File: src/rtl/vfpu_core.sv
// Single-precision (binary32) add/subtract engine for the HWPE vector FPU.
// Three-stage, fixed-latency, non-stalling pipeline; denormals flush to zero.
package hwpe_ctrl_vfpu_package;
   typedef struct packed {
      logic        sign;
      logic [7:0]  exponent;
      logic [22:0] mantissa;
   } fp_t;

   typedef struct packed {
      logic [1:0] operation;
      logic [1:0] rounding_mode;
   } ctrl_vfpu_t;

   typedef struct packed {
      logic invalid;
      logic overflow;
      logic underflow;
      logic inexact;
      logic zero;
   } flags_vfpu_t;

   localparam logic [1:0] FP_OP_SUB       = 2'd1;
   localparam logic [1:0] FP_RM_NEAREST   = 2'd0;
   localparam logic [1:0] FP_RM_ZERO      = 2'd1;
   localparam logic [1:0] FP_RM_PLUS_INF  = 2'd2;
   localparam logic [1:0] FP_RM_MINUS_INF = 2'd3;
endpackage

module vfpu_core
   import hwpe_ctrl_vfpu_package::*;
(
   input  logic        clk_i,
   input  logic        rst_i,
   input  logic [31:0] operandA_i,
   input  logic [31:0] operandB_i,
   input  logic [3:0]  ctrl_vfpu_i,
   input  logic        operands_valid_i,
   output logic [31:0] result_o,
   output logic [4:0]  flags_vfpu_o,
   output logic        ready_o,
   output logic        done_o
);

   // Handshake: a beat is accepted on every rising edge where operands_valid_i=1
   // and ready_o=1; ready_o never drops outside reset, and each accepted beat
   // produces exactly one done_o pulse two edges later, in order.
   assign ready_o = ~rst_i;

   // ---------------- S1: unpack, specials, swap, align ----------------
   fp_t        a, b, u_spec_res;
   ctrl_vfpu_t ctrl;
   logic       a_nan, b_nan, a_inf, b_inf, a_zero, b_zero;
   logic       swap, eff_sub, sign_x, zero_sign, u_invalid, u_special;
   logic [23:0] sig_a, sig_b, sig_x, sig_y;
   logic [7:0]  exp_x, exp_y, exp_d;
   logic [49:0] y_wide;
   logic [26:0] x_al, y_al;

   assign ctrl = ctrl_vfpu_i;
   assign a    = operandA_i;
   assign b    = {operandB_i[31] ^ (ctrl.operation == FP_OP_SUB), operandB_i[30:0]};

   always_comb begin
      a_nan     = (&a.exponent) & (|a.mantissa);
      b_nan     = (&b.exponent) & (|b.mantissa);
      a_inf     = (&a.exponent) & ~(|a.mantissa);
      b_inf     = (&b.exponent) & ~(|b.mantissa);
      a_zero    = (a.exponent == 8'd0);
      b_zero    = (b.exponent == 8'd0);
      sig_a     = a_zero ? 24'd0 : {1'b1, a.mantissa};
      sig_b     = b_zero ? 24'd0 : {1'b1, b.mantissa};
      eff_sub   = a.sign ^ b.sign;
      u_invalid = a_nan | b_nan | (a_inf & b_inf & eff_sub);
      u_special = u_invalid | a_inf | b_inf;
      u_spec_res = u_invalid ? fp_t'(32'h7FC0_0000) : (a_inf ? a : b);
      swap      = {b.exponent, sig_b} > {a.exponent, sig_a};
      sign_x    = swap ? b.sign : a.sign;
      exp_x     = swap ? b.exponent : a.exponent;
      exp_y     = swap ? a.exponent : b.exponent;
      sig_x     = swap ? sig_b : sig_a;
      sig_y     = swap ? sig_a : sig_b;
      exp_d     = exp_x - exp_y;
      y_wide    = {sig_y, 26'd0} >> exp_d;
      x_al      = {sig_x, 3'b000};
      // Past 26 positions the smaller operand only survives as sticky.
      y_al      = (exp_d >= 8'd26) ? {26'd0, |sig_y} : {y_wide[49:24], |y_wide[23:0]};
      zero_sign = eff_sub ? (ctrl.rounding_mode == FP_RM_MINUS_INF) : sign_x;
   end

   logic        s1_valid, s1_special, s1_invalid, s1_sub, s1_sign, s1_zsign;
   logic [31:0] s1_spec_res;
   logic [7:0]  s1_exp;
   logic [26:0] s1_x, s1_y;
   logic [1:0]  s1_rm;

   always_ff @(posedge clk_i or posedge rst_i) begin
      if (rst_i) begin
         s1_valid    <= 1'b0;
         s1_special  <= 1'b0;
         s1_invalid  <= 1'b0;
         s1_sub      <= 1'b0;
         s1_sign     <= 1'b0;
         s1_zsign    <= 1'b0;
         s1_spec_res <= 32'd0;
         s1_exp      <= 8'd0;
         s1_x        <= 27'd0;
         s1_y        <= 27'd0;
         s1_rm       <= 2'd0;
      end else begin
         s1_valid <= operands_valid_i;
         if (operands_valid_i) begin
            s1_special  <= u_special;
            s1_invalid  <= u_invalid;
            s1_sub      <= eff_sub;
            s1_sign     <= sign_x;
            s1_zsign    <= zero_sign;
            s1_spec_res <= u_spec_res;
            s1_exp      <= exp_x;
            s1_x        <= x_al;
            s1_y        <= y_al;
            s1_rm       <= ctrl.rounding_mode;
         end
      end
   end

   // ---------------- S2: add/subtract, normalise ----------------
   logic [27:0] sum;
   logic [4:0]  lz;
   logic [26:0] norm;
   logic [9:0]  norm_exp;

   always_comb begin
      sum = s1_sub ? ({1'b0, s1_x} - {1'b0, s1_y}) : ({1'b0, s1_x} + {1'b0, s1_y});
      lz  = 5'd0;
      for (int i = 0; i < 27; i++) begin
         if (sum[i]) lz = 5'(26 - i);
      end
      if (sum[27]) begin
         norm     = {sum[27:2], sum[1] | sum[0]};
         norm_exp = {2'b00, s1_exp} + 10'd1;
      end else begin
         norm     = sum[26:0] << lz;
         norm_exp = {2'b00, s1_exp} - {5'd0, lz};
      end
   end

   logic        s2_valid, s2_special, s2_invalid, s2_sign, s2_zsign, s2_zero;
   logic [31:0] s2_spec_res;
   logic [9:0]  s2_exp;
   logic [26:0] s2_norm;
   logic [1:0]  s2_rm;

   always_ff @(posedge clk_i or posedge rst_i) begin
      if (rst_i) begin
         s2_valid    <= 1'b0;
         s2_special  <= 1'b0;
         s2_invalid  <= 1'b0;
         s2_sign     <= 1'b0;
         s2_zsign    <= 1'b0;
         s2_zero     <= 1'b0;
         s2_spec_res <= 32'd0;
         s2_exp      <= 10'd0;
         s2_norm     <= 27'd0;
         s2_rm       <= 2'd0;
      end else begin
         s2_valid <= s1_valid;
         if (s1_valid) begin
            s2_special  <= s1_special;
            s2_invalid  <= s1_invalid;
            s2_sign     <= s1_sign;
            s2_zsign    <= s1_zsign;
            s2_zero     <= (sum == 28'd0);
            s2_spec_res <= s1_spec_res;
            s2_exp      <= norm_exp;
            s2_norm     <= norm;
            s2_rm       <= s1_rm;
         end
      end
   end

   // ---------------- S3: round, pack ----------------
   logic [23:0] mant;
   logic        guard, round_bit, sticky, inexact, round_up, under, over;
   logic [24:0] rounded;
   logic [9:0]  exp_r;
   logic [22:0] mant_r;
   fp_t         res_n, max_fin, inf_val;
   flags_vfpu_t flg_n;

   always_comb begin
      {mant, guard, round_bit, sticky} = s2_norm;
      inexact = guard | round_bit | sticky;
      case (s2_rm)
         FP_RM_NEAREST:  round_up = guard & (round_bit | sticky | mant[0]);
         FP_RM_ZERO:     round_up = 1'b0;
         FP_RM_PLUS_INF: round_up = inexact & ~s2_sign;
         default:        round_up = inexact & s2_sign;
      endcase
      rounded = {1'b0, mant} + {24'd0, round_up};
      exp_r   = s2_exp + {9'd0, rounded[24]};
      mant_r  = rounded[24] ? rounded[23:1] : rounded[22:0];
      // Exponent is two's complement here; bit 9 marks a negative value.
      under   = s2_exp[9] | (s2_exp == 10'd0);
      over    = (exp_r >= 10'd255);
      max_fin = {s2_sign, 8'hFE, 23'h7F_FFFF};
      inf_val = {s2_sign, 8'hFF, 23'd0};
      flg_n   = '0;
      res_n   = {s2_sign, exp_r[7:0], mant_r};
      if (s2_special) begin
         res_n         = s2_spec_res;
         flg_n.invalid = s2_invalid;
      end else if (s2_zero) begin
         res_n      = {s2_zsign, 31'd0};
         flg_n.zero = 1'b1;
      end else if (under) begin
         res_n           = {s2_sign, 31'd0};
         flg_n.underflow = 1'b1;
         flg_n.inexact   = 1'b1;
      end else if (over) begin
         flg_n.overflow = 1'b1;
         flg_n.inexact  = 1'b1;
         case (s2_rm)
            FP_RM_NEAREST:  res_n = inf_val;
            FP_RM_ZERO:     res_n = max_fin;
            FP_RM_PLUS_INF: res_n = s2_sign ? max_fin : inf_val;
            default:        res_n = s2_sign ? inf_val : max_fin;
         endcase
      end else begin
         flg_n.inexact = inexact;
      end
   end

   always_ff @(posedge clk_i or posedge rst_i) begin
      if (rst_i) begin
         done_o       <= 1'b0;
         result_o     <= 32'd0;
         flags_vfpu_o <= 5'd0;
      end else begin
         done_o <= s2_valid;
         if (s2_valid) begin
            result_o     <= res_n;
            flags_vfpu_o <= flg_n;
         end
      end
   end

endmodule

File: config.mk
export PLATFORM = sky130hd
export DESIGN_NAME = vfpu_core
export DESIGN_NICKNAME = d
export VERILOG_FILES = /design/src/rtl/vfpu_core.sv
export SDC_FILE = /design/constraint.sdc
export NUM_CORES = 1
export LEC_CHECK = 0
export BUFFER_PORTS_ARGS = -buffer_cell sky130_fd_sc_hd__buf_2
export CAP_MARGIN = 20
export CORE_MARGIN = 2
export CORE_UTILIZATION = 40
export DETAILED_ROUTE_END_ITERATION = 10
export PLACE_DENSITY = 0.68
export SETUP_SLACK_MARGIN = 0.3
export SLEW_MARGIN = 10
export SYNTH_ARGS = -nofsm -noshare
export SYNTH_HDL_FRONTEND = slang
export SYNTH_SLANG_ARGS = --single-unit
File: constraint.sdc
create_clock -name clk_i -period 19.2 [get_ports clk_i]
set_input_delay 1.92 -clock clk_i [delete_from_list [all_inputs] [get_ports clk_i]]
set_output_delay 1.92 -clock clk_i [all_outputs]
set_load 0.05 [all_outputs]
==> impl_metrics.toml <==
[global_routing]
grt_pass1_vias = 16300
antenna_found_initial = 0
grt_pass1_wl_um = 95800
grtUsageTotal_pct = 25.9
grt_max_degree = 83
grt.overflow.total = 0

[clocking]
clockBufferDepth = 3
cts_tree = "yes"
cts_root_buf = "clkbuf_16"
cts_buffers = 24
clkTransAtPathRegs_ns = 0.07
cts_num_sinks = 214
ctsResizeCount = 0
cts_max_level = 1
clock_latency_ns = 0.54
postCtsSetupRepairBufs = 0
hold_buffers = 0

[critical_path]
crit_chain = "buf_2 -> nor4_1 -> nand2_1 -> nand2_1 -> inv_1 -> ha_1 -> nand4_1 -> nor4_1 -> a21boi_0 -> a211o_1 -> a22o_4 -> mux2i_1 -> ha_1 -> inv_1 -> mux4_2 -> mux2i_1 -> mux2_2 -> or3_1 -> o22ai_1 -> a31oi_1 -> nor4b_1 -> o221ai_1 -> o31a_1"
crit_path_top_delay_cell = "inv_1"
worstPathRequired_ns = 19.62
critPathArrivalTime_ns = 9.00
slowest_delay_ns = 0.67
ff2ff_setup_slack_ns = 12.66
crit_path_end_kind = "flop"
worst-setup-path-type = "input pin to flop"
rr_startpoint = "s1_x[3]"
cp_max_fo = 38
cp-start-kind = "input pin"
crit_start = "operandB_i[28]"

[routing]
wire_per_inst_um = 22.2
drt_pre_antenna_iters = 6
vias = 17500
vias_per_cell = 6.24
drc = 0
drtIter0Drc = 1922
final_antenna_net_count = 0
routed_wl_um = 62100

[placed_design]
postPlaceCellArea_mm2 = 0.0190
hpwlAfterDp_um = 47400
portBuffers = 109
place_congestion = 0.964

[worst_hold_path]
hp-class = "flop to flop"
hold_path_startpoint = "s1_zsign"

[outcome]
status = "finished clean"

[logic_synthesis]
synth-async-reset-ratio_pct = 100
synthesis.nets = 2326
yosys_warnings = 0
synth-seq-cells = 214
synth_area_mm2 = 0.0181
syn_inst = 2158
synth_edf_count = 0
synthDistinctLibCells = 113
synthTopCellsByArea = "dfrtp_1 30%, ha_1 6.6%, a21oi_1 4.9%, nor2_1 4.9%, nand2_1 4.3%"
netlist.area_leader.share_pct = 29.6
yosysTopAreaCell = "dfrtp_1"
synth_ff_type = "dfrtp_1"
yosysSeqAreaShare_pct = 29.6
syn_avg_cell_area_um2 = 8.38

[timing]
hold_viol = 0
tns_ns = 0
skew_ns = 0.0204
worst_slew_pin_slew_ns = 1.08
setup_viol = 0
min_period_ns = 8.58
fin_hold_ws_ns = 0.483
relSlewSlack_pct = 27.2
fmax_mhz = 117
slew_violations = 0
rsz0062_at_grt = "no"
fin_crit_sh_pct = 44.7

[floorplan]
ios = 110
die_x_um = 217
rows = 77
die_h_um = 217
die-area_mm2 = 0.0469
core_region_area_mm2 = 0.0444
start_util_pct = 40.7

[power_and_ir_drop]
power.leakage_nw = 8.50
finalPower_mw = 2.23
peakVddDrop_uv = 79.4
powerDensity_mw_per_mm2 = 112

[finish]
num-fill-cells = 4371
nets = 2356
syn_to_final_growth_pct = 9.89
layout-drive-gt1-share_pct = 14.9
antenna_cells = 0
final_area_mm2 = 0.0199

[job]
maxCapViolations = 0
synthesized netlist by cell type, types with 22 or more instances:
master,instances
nand2_1,205
a31oi_1,22
a211oi_1,22
buf_2,22
a21oi_1,178
nor3_1,37
dfrtp_1,214
nor4_1,22
clkbuf_1,77
o22ai_1,41
ha_1,95
o21ai_0,120
nor2_1,236
inv_1,120
a22o_1,24
a21o_1,27
nand3_1,54
xnor2_1,49
mux2_2,58
nand4_1,23
mux2i_1,75
worst max-delay path: cells and delay by family:
kind / cells / cell delay, ns
buffers and inverters: 3 / 0.90
multiplexers: 4 / 1.16
AO/OA/AOI/OAI: 7 / 1.64
adder cells (fa/ha/maj): 2 / 0.75
AND/OR/NAND/NOR: 7 / 2.61
layout make-up:
class,instances,area (µm²),area share (%)
clock buffers,35,712,3.58
clock inverters,9,146,0.736
inverters,129,494,2.49
multi-input cells,1687,11700,58.9
flip-flops and latches,214,5360,27.0
well taps,592,741,3.73
repair buffers,132,721,3.63
worst paths after layout:
path	cells after the start	to
max	23	s1_y[0]
min	1	s1_zsign
max reg2reg	21	s2_exp[7]
min reg2reg	1	s1_zsign
max in group asynchronous	3	s2_valid
min in group asynchronous	2	s2_norm[25]
stage by stage:
| stage | instances | setup WS [ns] | util, % |
|---|---|---|---|
| global route | 2798 | 10.20 | 44.8 |
| floorplan | 2158 | 10.68 | - |
| finish | 2798 | 10.62 | 44.8 |
| CTS | 2798 | 10.79 | 44.8 |
| global placement | 2753 | 10.35 | 42.8 |
| detailed placement | 2754 | 10.21 | 42.8 |
state kept, by name, summed over array words and instances, names as in the netlist, 2 cells and up:
name / count
result_o: 32
s1_spec_res: 32
s2_spec_res: 32
s1_y: 27
s2_norm: 27
s1_x: 24
s2_exp: 10
s1_exp: 8
flags_vfpu_o: 5
s1_rm: 2
s2_rm: 2
report_power, final:
| part | internal [mW] | switching (mW) |
|---|---|---|
| Sequential | 0.533 | 0.0908 |
| Clock | 0.300 | 0.193 |
| Combinational | 0.385 | 0.733 |
routing by layer:
layer	GRT usage [%]	wire length (µm)
met5	0	0
met4	8.06	2070
met3	3.87	4980
met2	40.8	27700
met1	36.5	27300
cells by family (layout without fill, tap and decap cells):
group | Yosys count | in the layout | share of synthesized area [%]
DFF | 214 | 214 | 29.6
and+or+nand+nor | 679 | 679 | 17.3
buffers and inverters | 257 | 305 | 5.85
xor gates and xnor gates | 75 | 75 | 4.01
adders and majority gates | 97 | 97 | 6.79
AOI/OAI and AO/OA | 682 | 682 | 26.1
muxes | 154 | 154 | 10.3
cell usage in the layout, fill, tap and decap left out, drive strengths merged, types with 24 or more instances in the layout:
cell type	Yosys	routed
nor2	240	240
dfrtp	214	214
nand2	209	209
a21oi	183	183
o21ai	134	134
buf	51	132
inv	126	128
ha	95	95
mux2i	75	75
mux2	59	59
nand3	55	55
xnor2	54	54
o22ai	41	41
nor3	38	38
clkbuf	77	35
a21o	27	27
nor4	25	25
a211oi	25	25
a22o	24	24
Power figures use the tool's default switching activity.
